===== config.mk =====
export PLATFORM = sky130hd
export DESIGN_NAME = mtl_bus_cycle_ctrl
export DESIGN_NICKNAME = d
export VERILOG_FILES = /design/src/rtl/mtl_bus_pkg.sv /design/src/rtl/e_edge_sync.sv /design/src/rtl/mtl_bus_cycle_ctrl.sv
export SDC_FILE = /design/constraint.sdc
export NUM_CORES = 1
export LEC_CHECK = 0
export BUFFER_PORTS_ARGS = -buffer_cell sky130_fd_sc_hd__buf_2
export CELL_PAD_IN_SITES_DETAIL_PLACEMENT = 0
export CELL_PAD_IN_SITES_GLOBAL_PLACEMENT = 1
export CORE_MARGIN = 4
export CORE_UTILIZATION = 31
export CTS_CLUSTER_DIAMETER = 60
export DETAILED_ROUTE_END_ITERATION = 10
export PLACE_DENSITY_LB_ADDON = 0.1
export SKIP_LAST_GASP = 1
export SLEW_MARGIN = 5
export SYNTH_ARGS = -nofsm -noshare
export SYNTH_HDL_FRONTEND = slang
export SYNTH_SLANG_ARGS = --single-unit

===== constraint.sdc =====
create_clock -name clk -period 2 [get_ports clk]
set_input_delay 0.2 -clock clk [delete_from_list [all_inputs] [get_ports clk]]
set_output_delay 0.2 -clock clk [all_outputs]
set_load 0.005 [all_outputs]

===== src/rtl/mtl_bus_pkg.sv =====
// ============================================================================
// Module  : mtl_bus_pkg
// Purpose : Shared types and constants for the MTL-1 6809 bus-cycle logic.
// Revision: 1.0 - initial release
// ============================================================================
`default_nettype none

package mtl_bus_pkg;

    localparam int MAX_REGIONS  = 8;
    localparam int REGION_IDX_W = $clog2(MAX_REGIONS);
    localparam int DATA_W       = 8;
    localparam int ADDR_W       = 16;

    typedef enum logic [1:0] {
        IDLE     = 2'd0,
        ACCESS   = 2'd1,
        COMPLETE = 2'd2
    } bus_state_t;

endpackage

`default_nettype wire


===== src/rtl/e_edge_sync.sv =====
// ============================================================================
// Module  : e_edge_sync
// Purpose : Synchronises the 6809 E clock and emits single-clock edge pulses.
// Revision: 1.0 - initial release
// ============================================================================
`default_nettype none

module e_edge_sync #(
    parameter int STAGES = 2
) (
    input  logic clk,
    input  logic reset,
    input  logic e_async,
    output logic e_rise,
    output logic e_fall
);

    logic [STAGES-1:0] r_sync;
    logic              r_prev;

    always_ff @(posedge clk) begin
        if (reset) begin
            r_sync <= '0;
            r_prev <= 1'b0;
        end else begin
            r_sync <= {r_sync[STAGES-2:0], e_async};
            r_prev <= r_sync[STAGES-1];
        end
    end

    assign e_rise =  r_sync[STAGES-1] & ~r_prev;
    assign e_fall = ~r_sync[STAGES-1] &  r_prev;

endmodule

`default_nettype wire


===== src/rtl/mtl_bus_cycle_ctrl.sv =====
// ============================================================================
// Module  : mtl_bus_cycle_ctrl
// Purpose : 6809 E-cycle sequencer with region decode, wait/handshake stretch
//           and data steering. Optional BUS_TIMEOUT_EN adds a stretch limit.
// Revision: 1.0 - initial release
// ============================================================================
`default_nettype none

module mtl_bus_cycle_ctrl
    import mtl_bus_pkg::*;
#(
    parameter int                           N_REGIONS      = 4,
    parameter logic [ADDR_W*N_REGIONS-1:0]  REGION_BASE    = {16'hF000, 16'hA000, 16'h1000, 16'h0000},
    parameter logic [ADDR_W*N_REGIONS-1:0]  REGION_MASK    = {16'hF000, 16'hE000, 16'hF000, 16'hF000},
    parameter logic [8*N_REGIONS-1:0]       REGION_WAIT    = {8'd0, 8'd2, 8'd0, 8'd1},
    parameter logic [N_REGIONS-1:0]         REGION_HS      = 4'b1000,
    parameter int                           E_SYNC_STAGES  = 2,
    parameter int                           TIMEOUT_CYCLES = 4096
) (
    input  logic                        clk,
    input  logic                        reset,
    input  logic [ADDR_W-1:0]           i_ADDRESS_BUS,
    input  logic                        i_RW,
    input  logic                        i_E,
    input  logic [DATA_W-1:0]           i_DATA_IN,
    output logic [DATA_W-1:0]           o_DATA_OUT,
    output logic                        o_DATA_OE,
    output logic                        o_MRDY,
    output logic                        o_DBEN,
    output logic [N_REGIONS-1:0]        o_region_sel,
    output logic [N_REGIONS-1:0]        o_rd_req,
    input  logic [DATA_W*N_REGIONS-1:0] i_rd_data,
    input  logic [N_REGIONS-1:0]        i_rd_valid,
    output logic [N_REGIONS-1:0]        o_wr_strobe,
    output logic [DATA_W-1:0]           o_wr_data,
    output logic                        o_error
);

    bus_state_t             r_state, w_state_nxt;
    logic [N_REGIONS-1:0]   r_region_sel, r_rd_req, r_wr_strobe;
    logic [7:0]             r_wcnt;
    logic                   r_rw, r_got_valid, r_oe;
    logic [DATA_W-1:0]      r_data_out, r_wr_data;

    logic                   w_e_rise, w_e_fall;
    logic [N_REGIONS-1:0]   w_match, w_hit_oh;
    logic                   w_hit, w_sel_hs, w_rd_valid_sel, w_hs_pending, w_stall, w_timeout;
    logic [7:0]             w_wait_acc [N_REGIONS+1];
    logic [DATA_W-1:0]      w_rdat_acc [N_REGIONS+1];
    logic                   unused_pkg;

    assign unused_pkg = ^{MAX_REGIONS, REGION_IDX_W};

    e_edge_sync #(.STAGES(E_SYNC_STAGES)) u_e_sync (
        .clk     (clk),
        .reset   (reset),
        .e_async (i_E),
        .e_rise  (w_e_rise),
        .e_fall  (w_e_fall)
    );

    // Lowest-numbered matching region wins: isolate the lowest set match bit.
    assign w_hit_oh      = w_match & (~w_match + 1'b1);
    assign w_hit         = |w_match;
    assign w_wait_acc[0] = 8'd0;
    assign w_rdat_acc[0] = '0;

    for (genvar k = 0; k < N_REGIONS; k++) begin : g_region
        assign w_match[k]      = (i_ADDRESS_BUS & REGION_MASK[ADDR_W*k +: ADDR_W]) ==
                                 REGION_BASE[ADDR_W*k +: ADDR_W];
        assign w_wait_acc[k+1] = w_wait_acc[k] | (w_hit_oh[k] ? REGION_WAIT[8*k +: 8] : 8'd0);
        assign w_rdat_acc[k+1] = w_rdat_acc[k] |
                                 (r_region_sel[k] ? i_rd_data[DATA_W*k +: DATA_W] : '0);
    end

    // A valid arriving this clock releases MRDY immediately, not one clock late.
    assign w_sel_hs       = |(REGION_HS & r_region_sel);
    assign w_rd_valid_sel = |(i_rd_valid & r_region_sel);
    assign w_hs_pending   = w_sel_hs & r_rw & ~(r_got_valid | w_rd_valid_sel);
    assign w_stall        = (r_state == ACCESS) && ((r_wcnt != 8'd0) || w_hs_pending);

`ifdef BUS_TIMEOUT_EN
    localparam int TO_W = $clog2(TIMEOUT_CYCLES + 1);

    logic [TO_W-1:0] r_stretch;
    logic            r_error;

    assign w_timeout = w_stall && (r_stretch == TO_W'(TIMEOUT_CYCLES - 1));

    always_ff @(posedge clk) begin
        if (reset) begin
            r_stretch <= '0;
            r_error   <= 1'b0;
        end else begin
            if (w_stall && !w_timeout) r_stretch <= r_stretch + 1'b1;
            else                       r_stretch <= '0;
            if (w_timeout)             r_error   <= 1'b1;
        end
    end

    assign o_error = r_error;
`else
    logic unused_timeout;

    assign unused_timeout = ^TIMEOUT_CYCLES;
    assign w_timeout      = 1'b0;
    assign o_error        = 1'b0;
`endif

    always_ff @(posedge clk) begin
        if (reset) r_state <= IDLE;
        else       r_state <= w_state_nxt;
    end

    always_comb begin
        w_state_nxt = r_state;
        case (r_state)
            IDLE:     if (w_e_rise && w_hit)         w_state_nxt = ACCESS;
            ACCESS:   if (w_e_fall)                  w_state_nxt = IDLE;
                      else if (!w_stall || w_timeout) w_state_nxt = COMPLETE;
            COMPLETE: if (w_e_fall)                  w_state_nxt = IDLE;
            default:                                 w_state_nxt = IDLE;
        endcase
    end

    always_ff @(posedge clk) begin
        if (reset) begin
            r_region_sel <= '0;
            r_rd_req     <= '0;
            r_wr_strobe  <= '0;
            r_wcnt       <= 8'd0;
            r_rw         <= 1'b0;
            r_got_valid  <= 1'b0;
            r_oe         <= 1'b0;
            r_data_out   <= '0;
            r_wr_data    <= '0;
        end else begin
            r_rd_req    <= '0;
            r_wr_strobe <= '0;
            case (r_state)
                IDLE: begin
                    if (w_e_rise && w_hit) begin
                        r_region_sel <= w_hit_oh;
                        r_rw         <= i_RW;
                        r_wcnt       <= w_wait_acc[N_REGIONS];
                        r_got_valid  <= 1'b0;
                        if (i_RW) r_rd_req <= w_hit_oh;
                    end
                end
                ACCESS: begin
                    if (r_wcnt != 8'd0) r_wcnt <= r_wcnt - 8'd1;
                    if (r_rw && w_rd_valid_sel && !r_got_valid) begin
                        r_got_valid <= 1'b1;
                        r_data_out  <= w_rdat_acc[N_REGIONS];
                    end
                    if (w_e_fall) begin
                        r_region_sel <= '0;
                    end else if (w_state_nxt == COMPLETE) begin
                        if (r_rw) begin
                            r_oe <= 1'b1;
                            if (w_timeout)     r_data_out <= 8'hFF;
                            else if (!w_sel_hs) r_data_out <= w_rdat_acc[N_REGIONS];
                        end else begin
                            r_wr_data   <= i_DATA_IN;
                            r_wr_strobe <= r_region_sel;
                        end
                    end
                end
                COMPLETE: begin
                    if (w_e_fall) begin
                        r_oe         <= 1'b0;
                        r_region_sel <= '0;
                    end
                end
                default: r_region_sel <= '0;
            endcase
        end
    end

    assign o_MRDY       = ~w_stall;
    assign o_DBEN       = (r_state == IDLE);
    assign o_DATA_OE    = r_oe;
    assign o_DATA_OUT   = r_data_out;
    assign o_region_sel = r_region_sel;
    assign o_rd_req     = r_rd_req;
    assign o_wr_strobe  = r_wr_strobe;
    assign o_wr_data    = r_wr_data;

endmodule

`default_nettype wire


[Word level (Yosys, flattened, before mapping)]
Cells that the tools add are included.
Word-level totals
  output and inout bits: 32
  register bits: 44
  input port bits: 64
Operators by class
  eq/ne operators: 14
  reductions and logical operators: 22
  bitwise gates (word level): 23
  $add $sub $neg: 2
  mux-type cells: 30
Operator list (number)
  2-to-1 mux 8 bit: 11
  bitwise OR 8 bit: 3
  zero test 16 bit: 1
  case mux 8 bit (2 select lines): 1
  inequality test 2 x 1 -> 1 bit (second input constant): 6
  OR reduction 4 bit: 3
  inverter 1 bit: 11
  2-to-1 mux 2 bit: 5
  bitwise AND 4 bit: 2
  2-to-1 mux 4 bit: 2
  case mux 4 bit (2 select lines): 1
  nonzero test 8 bit: 1
  subtractor 8 x 1 -> 8 bit (second input constant): 1
  2-to-1 mux 1 bit: 7
  case mux 2 bit (3 select lines): 1
  AND reduction 3 bit: 2
  AND reduction 5 bit: 1
  OR reduction 5 bit: 1
  adder 4 x 1 -> 4 bit (second input constant): 1
  bitwise AND 1 bit: 4
  == test 2 bit (second input constant): 2
  == test 4 x 1 -> 1 bit (second input constant): 1
  == test 4 bit (second input constant): 1
  logical AND 1 bit: 4
  other kinds (14): 18

[Depth between registers and ports, before layout]
  word-level depth: 14
  mapped depth: 10
  gate-level depth less buffers: 8

[By module]
A second synthesis with hierarchy kept.
Unflattened totals
  cells, all modules: 255
  area total of the unflattened synthesis: 2294.7 sq um
By module, submodules not included
  mtl_bus_cycle_ctrl: cells an instance 247, times used 1, area an instance 2203.4 sq um
  e_edge_sync: cells an instance 8, times used 1, area an instance 91.3 sq um

[Least setup slack after synthesis]
Ideal clock, no wire load.
  kind: register to register
  start: register r_state[0]
  end: register r_wr_data[0], in the netlist o_wr_data[0]
  clock period less this slack: 2147 ps
  arrival: 2075 ps
  buffers on the path: 2
  setup time: 72 ps
  path slack: -147 ps
  stages on the path, launching flop included: 11
  path through: dfxtp_1 > inv_1 > ha_1 > buf_6 > nor3_1 > a211oi_1 > a31oi_1 > a311o_2 > nor4b_4 > buf_6 > mux2i_1
On the way
  elaborated cells between the ends (all ways): 11
  those cells by class: eq/ne: 3; mux: 5; reduce/logical: 3
RTL lines
  start, declared: RTL line mtl_bus_cycle_ctrl.sv:39  | bus_state_t r_state, w_state_nxt;
  start signal, assigned: RTL line mtl_bus_cycle_ctrl.sv:112  | else r_state <= w_state_nxt;
  zero test 2 bit
  named net o_DBEN: RTL line mtl_bus_cycle_ctrl.sv:29  | output logic o_DBEN,
  case mux 2 bit (3 select lines): RTL line mtl_bus_cycle_ctrl.sv:117  | case (r_state)
  == test 2 bit: RTL line mtl_bus_cycle_ctrl.sv:158  | end else if (w_state_nxt == COMPLETE) begin
  AND reduction 4 bit (no line)
  end signal, assigned: RTL line mtl_bus_cycle_ctrl.sv:164  | r_wr_data <= i_DATA_IN;
  end, declared: RTL line mtl_bus_cycle_ctrl.sv:43  | logic [DATA_W-1:0] r_data_out, r_wr_data;
The timed path passes the listed nets, and every way through them passes these cells.
A chain may end at the register's enable or synchronous reset.

[Final worst setup path]
  start: register r_wcnt[1]
  end: register r_data_out[7], in the netlist o_DATA_OUT[7]
On the way
  word-level cells in the longest chain between the ends: 9
Ends and longest elaborated chain
  start, declared: RTL line mtl_bus_cycle_ctrl.sv:41  | logic [7:0] r_wcnt;
  start signal, assigned: RTL line mtl_bus_cycle_ctrl.sv:145  | r_wcnt <= w_wait_acc[N_REGIONS];
  start signal, assigned: RTL line mtl_bus_cycle_ctrl.sv:151  | if (r_wcnt != 8'd0) r_wcnt <= r_wcnt - 8'd1;
  nonzero test 8 bit: RTL line mtl_bus_cycle_ctrl.sv:80  | assign w_stall = (r_state == ACCESS) && ((r_wcnt != 8'd0) || w_hs_pending);
  logical OR 1 bit: RTL line mtl_bus_cycle_ctrl.sv:80
  logical AND 1 bit: RTL line mtl_bus_cycle_ctrl.sv:80
  2-to-1 mux 2 bit: RTL line mtl_bus_cycle_ctrl.sv:120  | else if (!w_stall || w_timeout) w_state_nxt = COMPLETE;
  2-to-1 mux 2 bit: RTL line mtl_bus_cycle_ctrl.sv:119  | ACCESS: if (w_e_fall) w_state_nxt = IDLE;
  case mux 2 bit (3 select lines): RTL line mtl_bus_cycle_ctrl.sv:117
  == test 2 bit: RTL line mtl_bus_cycle_ctrl.sv:158
  2-to-1 mux 8 bit: RTL line mtl_bus_cycle_ctrl.sv:158
  2-to-1 mux 8 bit: RTL line mtl_bus_cycle_ctrl.sv:156  | if (w_e_fall) begin
  end signal, assigned: RTL line mtl_bus_cycle_ctrl.sv:154  | r_data_out <= w_rdat_acc[N_REGIONS];
  end signal, assigned: RTL line mtl_bus_cycle_ctrl.sv:162  | else if (!w_sel_hs) r_data_out <= w_rdat_acc[N_REGIONS];
  end, declared: RTL line mtl_bus_cycle_ctrl.sv:43
No other way between the ends.

==> impl_metrics.toml <==
[setup_path]
crit_path_end = "o_DATA_OUT[7]$_SDFFE_PP0P_"
r2r_start = "r_wcnt[1]$_SDFFE_PP0P_"
path_max_fanout = 7
reg2reg_depth = 9
required_ns = 2.19
cp-start-kind = "register"
cp-end-kind = "register"
critPathKind = "register to register"
crit_start = "r_wcnt[1]$_SDFFE_PP0P_"
regToRegEndpoint = "o_DATA_OUT[7]$_SDFFE_PP0P_"
rrSetupSlack_ns = -0.15
arrival_ns = 2.35

[finish]
area_growth_pct = 50.6
drive_above_1_share = 0.500
nets = 440
antennaDiodeCount = 0
stdcell_count = 471
finish.instance_area_sq_um = 3480
fill_cells = 702

[hold_path]
min_path_type = "primary input to register"

[timing]
slew_headroom = 0.574
min_period_over_period = 1.08
fmax_mhz = 464
slew_violations = 0
fin_tns_setup_ns = -2.30
hold_viol_final = 0
rsz0062_at_grt = "true"
finalSetupViolations = 20
finalClockSkew_ns = 0.0161
worst_slew_pin_slew_ns = 0.634
setup_ws_ns = -0.154
fin_crit_ns = 2.15

[clocking]
htree_levels = 2
cts_root_buffer = "clkbuf_8"
path_clk_slew_ns = 0.09
cts_sinks = 44
cts_tree = "done"
clk_latency_ns = 0.32
clockBufferDepth = 2
cts_buffers = 5

[yosys]
synth.ff_latch_count = 44
ys_warn_count = 0
avgSynthCellArea_sq_um = 9.32
synth_cell_types = 51
async_reset_ff_frac = 0
synth_fp_nets = 317
yosysSeqAreaShare = 0.381
ys.flop_type = "dfxtp_1"
syn-cell-area_sq_um = 2310
syn_inst = 248
synth_edf_count = 0

[run]
max_cap_violations = 0

[outcome]
status = "finished with violations"
violations = "negative setup slack"

[placement]
portBuffers = 82
placed_cells = 458
place_ws_ns = -0.155
dp_hpwl_um = 4960
gp_congestion = 0.788
dpl-instance-area_sq_um = 3140

[floorplan]
core-area_sq_um = 7250
fp.dieW_um = 94.4
die_h_um = 94.4
num_rows = 31
io_pins = 96
dieArea_sq_um = 8900
start_util = 0.319

[pwr]
power_density_nw_per_um2 = 589
leakagePower_nw = 1.49
peakVddDrop_mv = 0.331

[drt]
totalWireLength_um = 6730
post-route-drc-count = 0
routedWlPerCell_um = 14.3
viasPerCell = 4.80
vias = 2263
antenna_left = 0
drt_iter0_markers = 56
drt-pass1-iter-count = 4

[global_route]
grt_antenna_before_repair = 0
grt-ovfl-total = 0
grt_max_degree = 30
grt_pass1_wl_um = 10700
track_usage = 0.152
grt_pass1_vias = 2195
-- final cells by class --
class / count / area [sq um] / area share
inverters: 14 / 57.6 / 0.0165
multi-input cells: 178 / 1490 / 0.428
well taps: 99 / 124 / 0.0356
flip-flops and latches: 44 / 887 / 0.255
repair buffers: 128 / 806 / 0.231
clock inverters: 3 / 50.0 / 0.0144
clock buffers: 5 / 68.8 / 0.0198
-- Yosys cell counts (6+ instances only) --
library cell,instances,area share
clkbuf_1,7,0.011
nand2b_1,17,0.046
nor2b_1,6,0.016
a21oi_1,12,0.026
a21boi_2,6,0.029
dfxtp_1,44,0.38
nor2_1,20,0.032
mux2i_1,9,0.039
a31oi_1,9,0.024
a221oi_1,6,0.023
a22o_1,6,0.023
inv_1,14,0.023
nand2_1,12,0.019
nor3_1,7,0.015
a22oi_1,6,0.019
-- stage by stage --
stage	hold slack, ns	util	power, mW
after floorplan	0.279	-	1.11
after global placement	0.409	0.432	1.26
after detailed placement	0.417	0.432	1.26
after CTS	0.0867	0.452	2.02
after global routing	0.0925	0.480	2.15
final	0.0921	0.480	2.05
-- state kept, by name, summed over array words and instances, names as in the netlist, 2 cells and up --
signal and flops:
o_region_sel 4, o_wr_strobe 4, r_wcnt 8, o_DATA_OUT 8
r_state 2, o_wr_data 8, o_rd_req 4, u_e_sync.r_sync 2
-- power breakdown --
part           internal, mW  switching [mW]  total [mW]
Sequential            0.893          0.0123       0.906
Clock                 0.386           0.361       0.747
Combinational         0.199           0.199       0.398
Total                  1.48           0.572        2.05
-- timing repair --
| item | in CTS | in global routing |
|---|---|---|
| setup endpoints to repair | 25 | 30 |
| cloned | 0 | 1 |
| hold buffers | 0 | 0 |
| buffers inserted | 1 | 5 |
| pin swaps | 5 | 12 |
| resized for setup | 6 | 28 |
-- placed cells by master, fill, tap and decap left out, drive strengths merged, types with 4 or more instances in the layout --
master,instances
a221oi,6
mux2i,9
a22o,6
a22oi,6
nor2,20
nand2,13
nor2b,6
nand2b,17
a21boi,7
a21oi,12
a31oi,9
buf,127
ha,5
clkbuf,6
dfxtp,44
xor2,4
inv,16
nor3,9
nand3,6
a211oi,5
-- metal layers --
| metal | vias to the layer above | track usage | share of wire | routed length [um] |
|---|---|---|---|---|
| met5 | - | 0 | 0 | 0 |
| met4 | 0 | 0.0517 | 0.015 | 99 |
| met3 | 8 | 0.0327 | 0.060 | 407 |
| met2 | 69 | 0.231 | 0.44 | 2970 |
| met1 | 1040 | 0.212 | 0.48 | 3260 |
| li1 | 1146 | - | - | - |
-- cell families after synthesis --
group / synth area share
other cells: 0.00162
fa+ha+maj: 0.0271
xor+xnor: 0.0151
flops: 0.381
compound gates: 0.240
mux: 0.0390
simple gates: 0.242
buf+inv: 0.0536
-- worst max-delay path: stages, from the launching register on --
cell and delay, ns:
dfxtp_2 0.33, inv_2 0.07, ha_4 0.13, or3b_4 0.39, or3_4 0.37, nor4b_4 0.27
o211ai_4 0.17, nand2_4 0.14, buf_12 0.12, a21boi_2 0.04
-- how the worst min path moves through the flow --
stage / start / endpoint / slack (ns) / cells past startpoint
floorplan: i_ADDRESS_BUS[14] / o_rd_req[2]$_SDFF_PP0_ / 0.28 / 1
global placement: i_E / u_e_sync.r_sync[0]$_SDFF_PP0_ / 0.41 / 2
detailed placement: i_E / u_e_sync.r_sync[0]$_SDFF_PP0_ / 0.42 / 2
CTS: i_E / u_e_sync.r_sync[0]$_SDFF_PP0_ / 0.09 / 2
global route: i_E / u_e_sync.r_sync[0]$_SDFF_PP0_ / 0.09 / 2
finish: i_E / u_e_sync.r_sync[0]$_SDFF_PP0_ / 0.09 / 2
(Power assumes the default switching activity.)
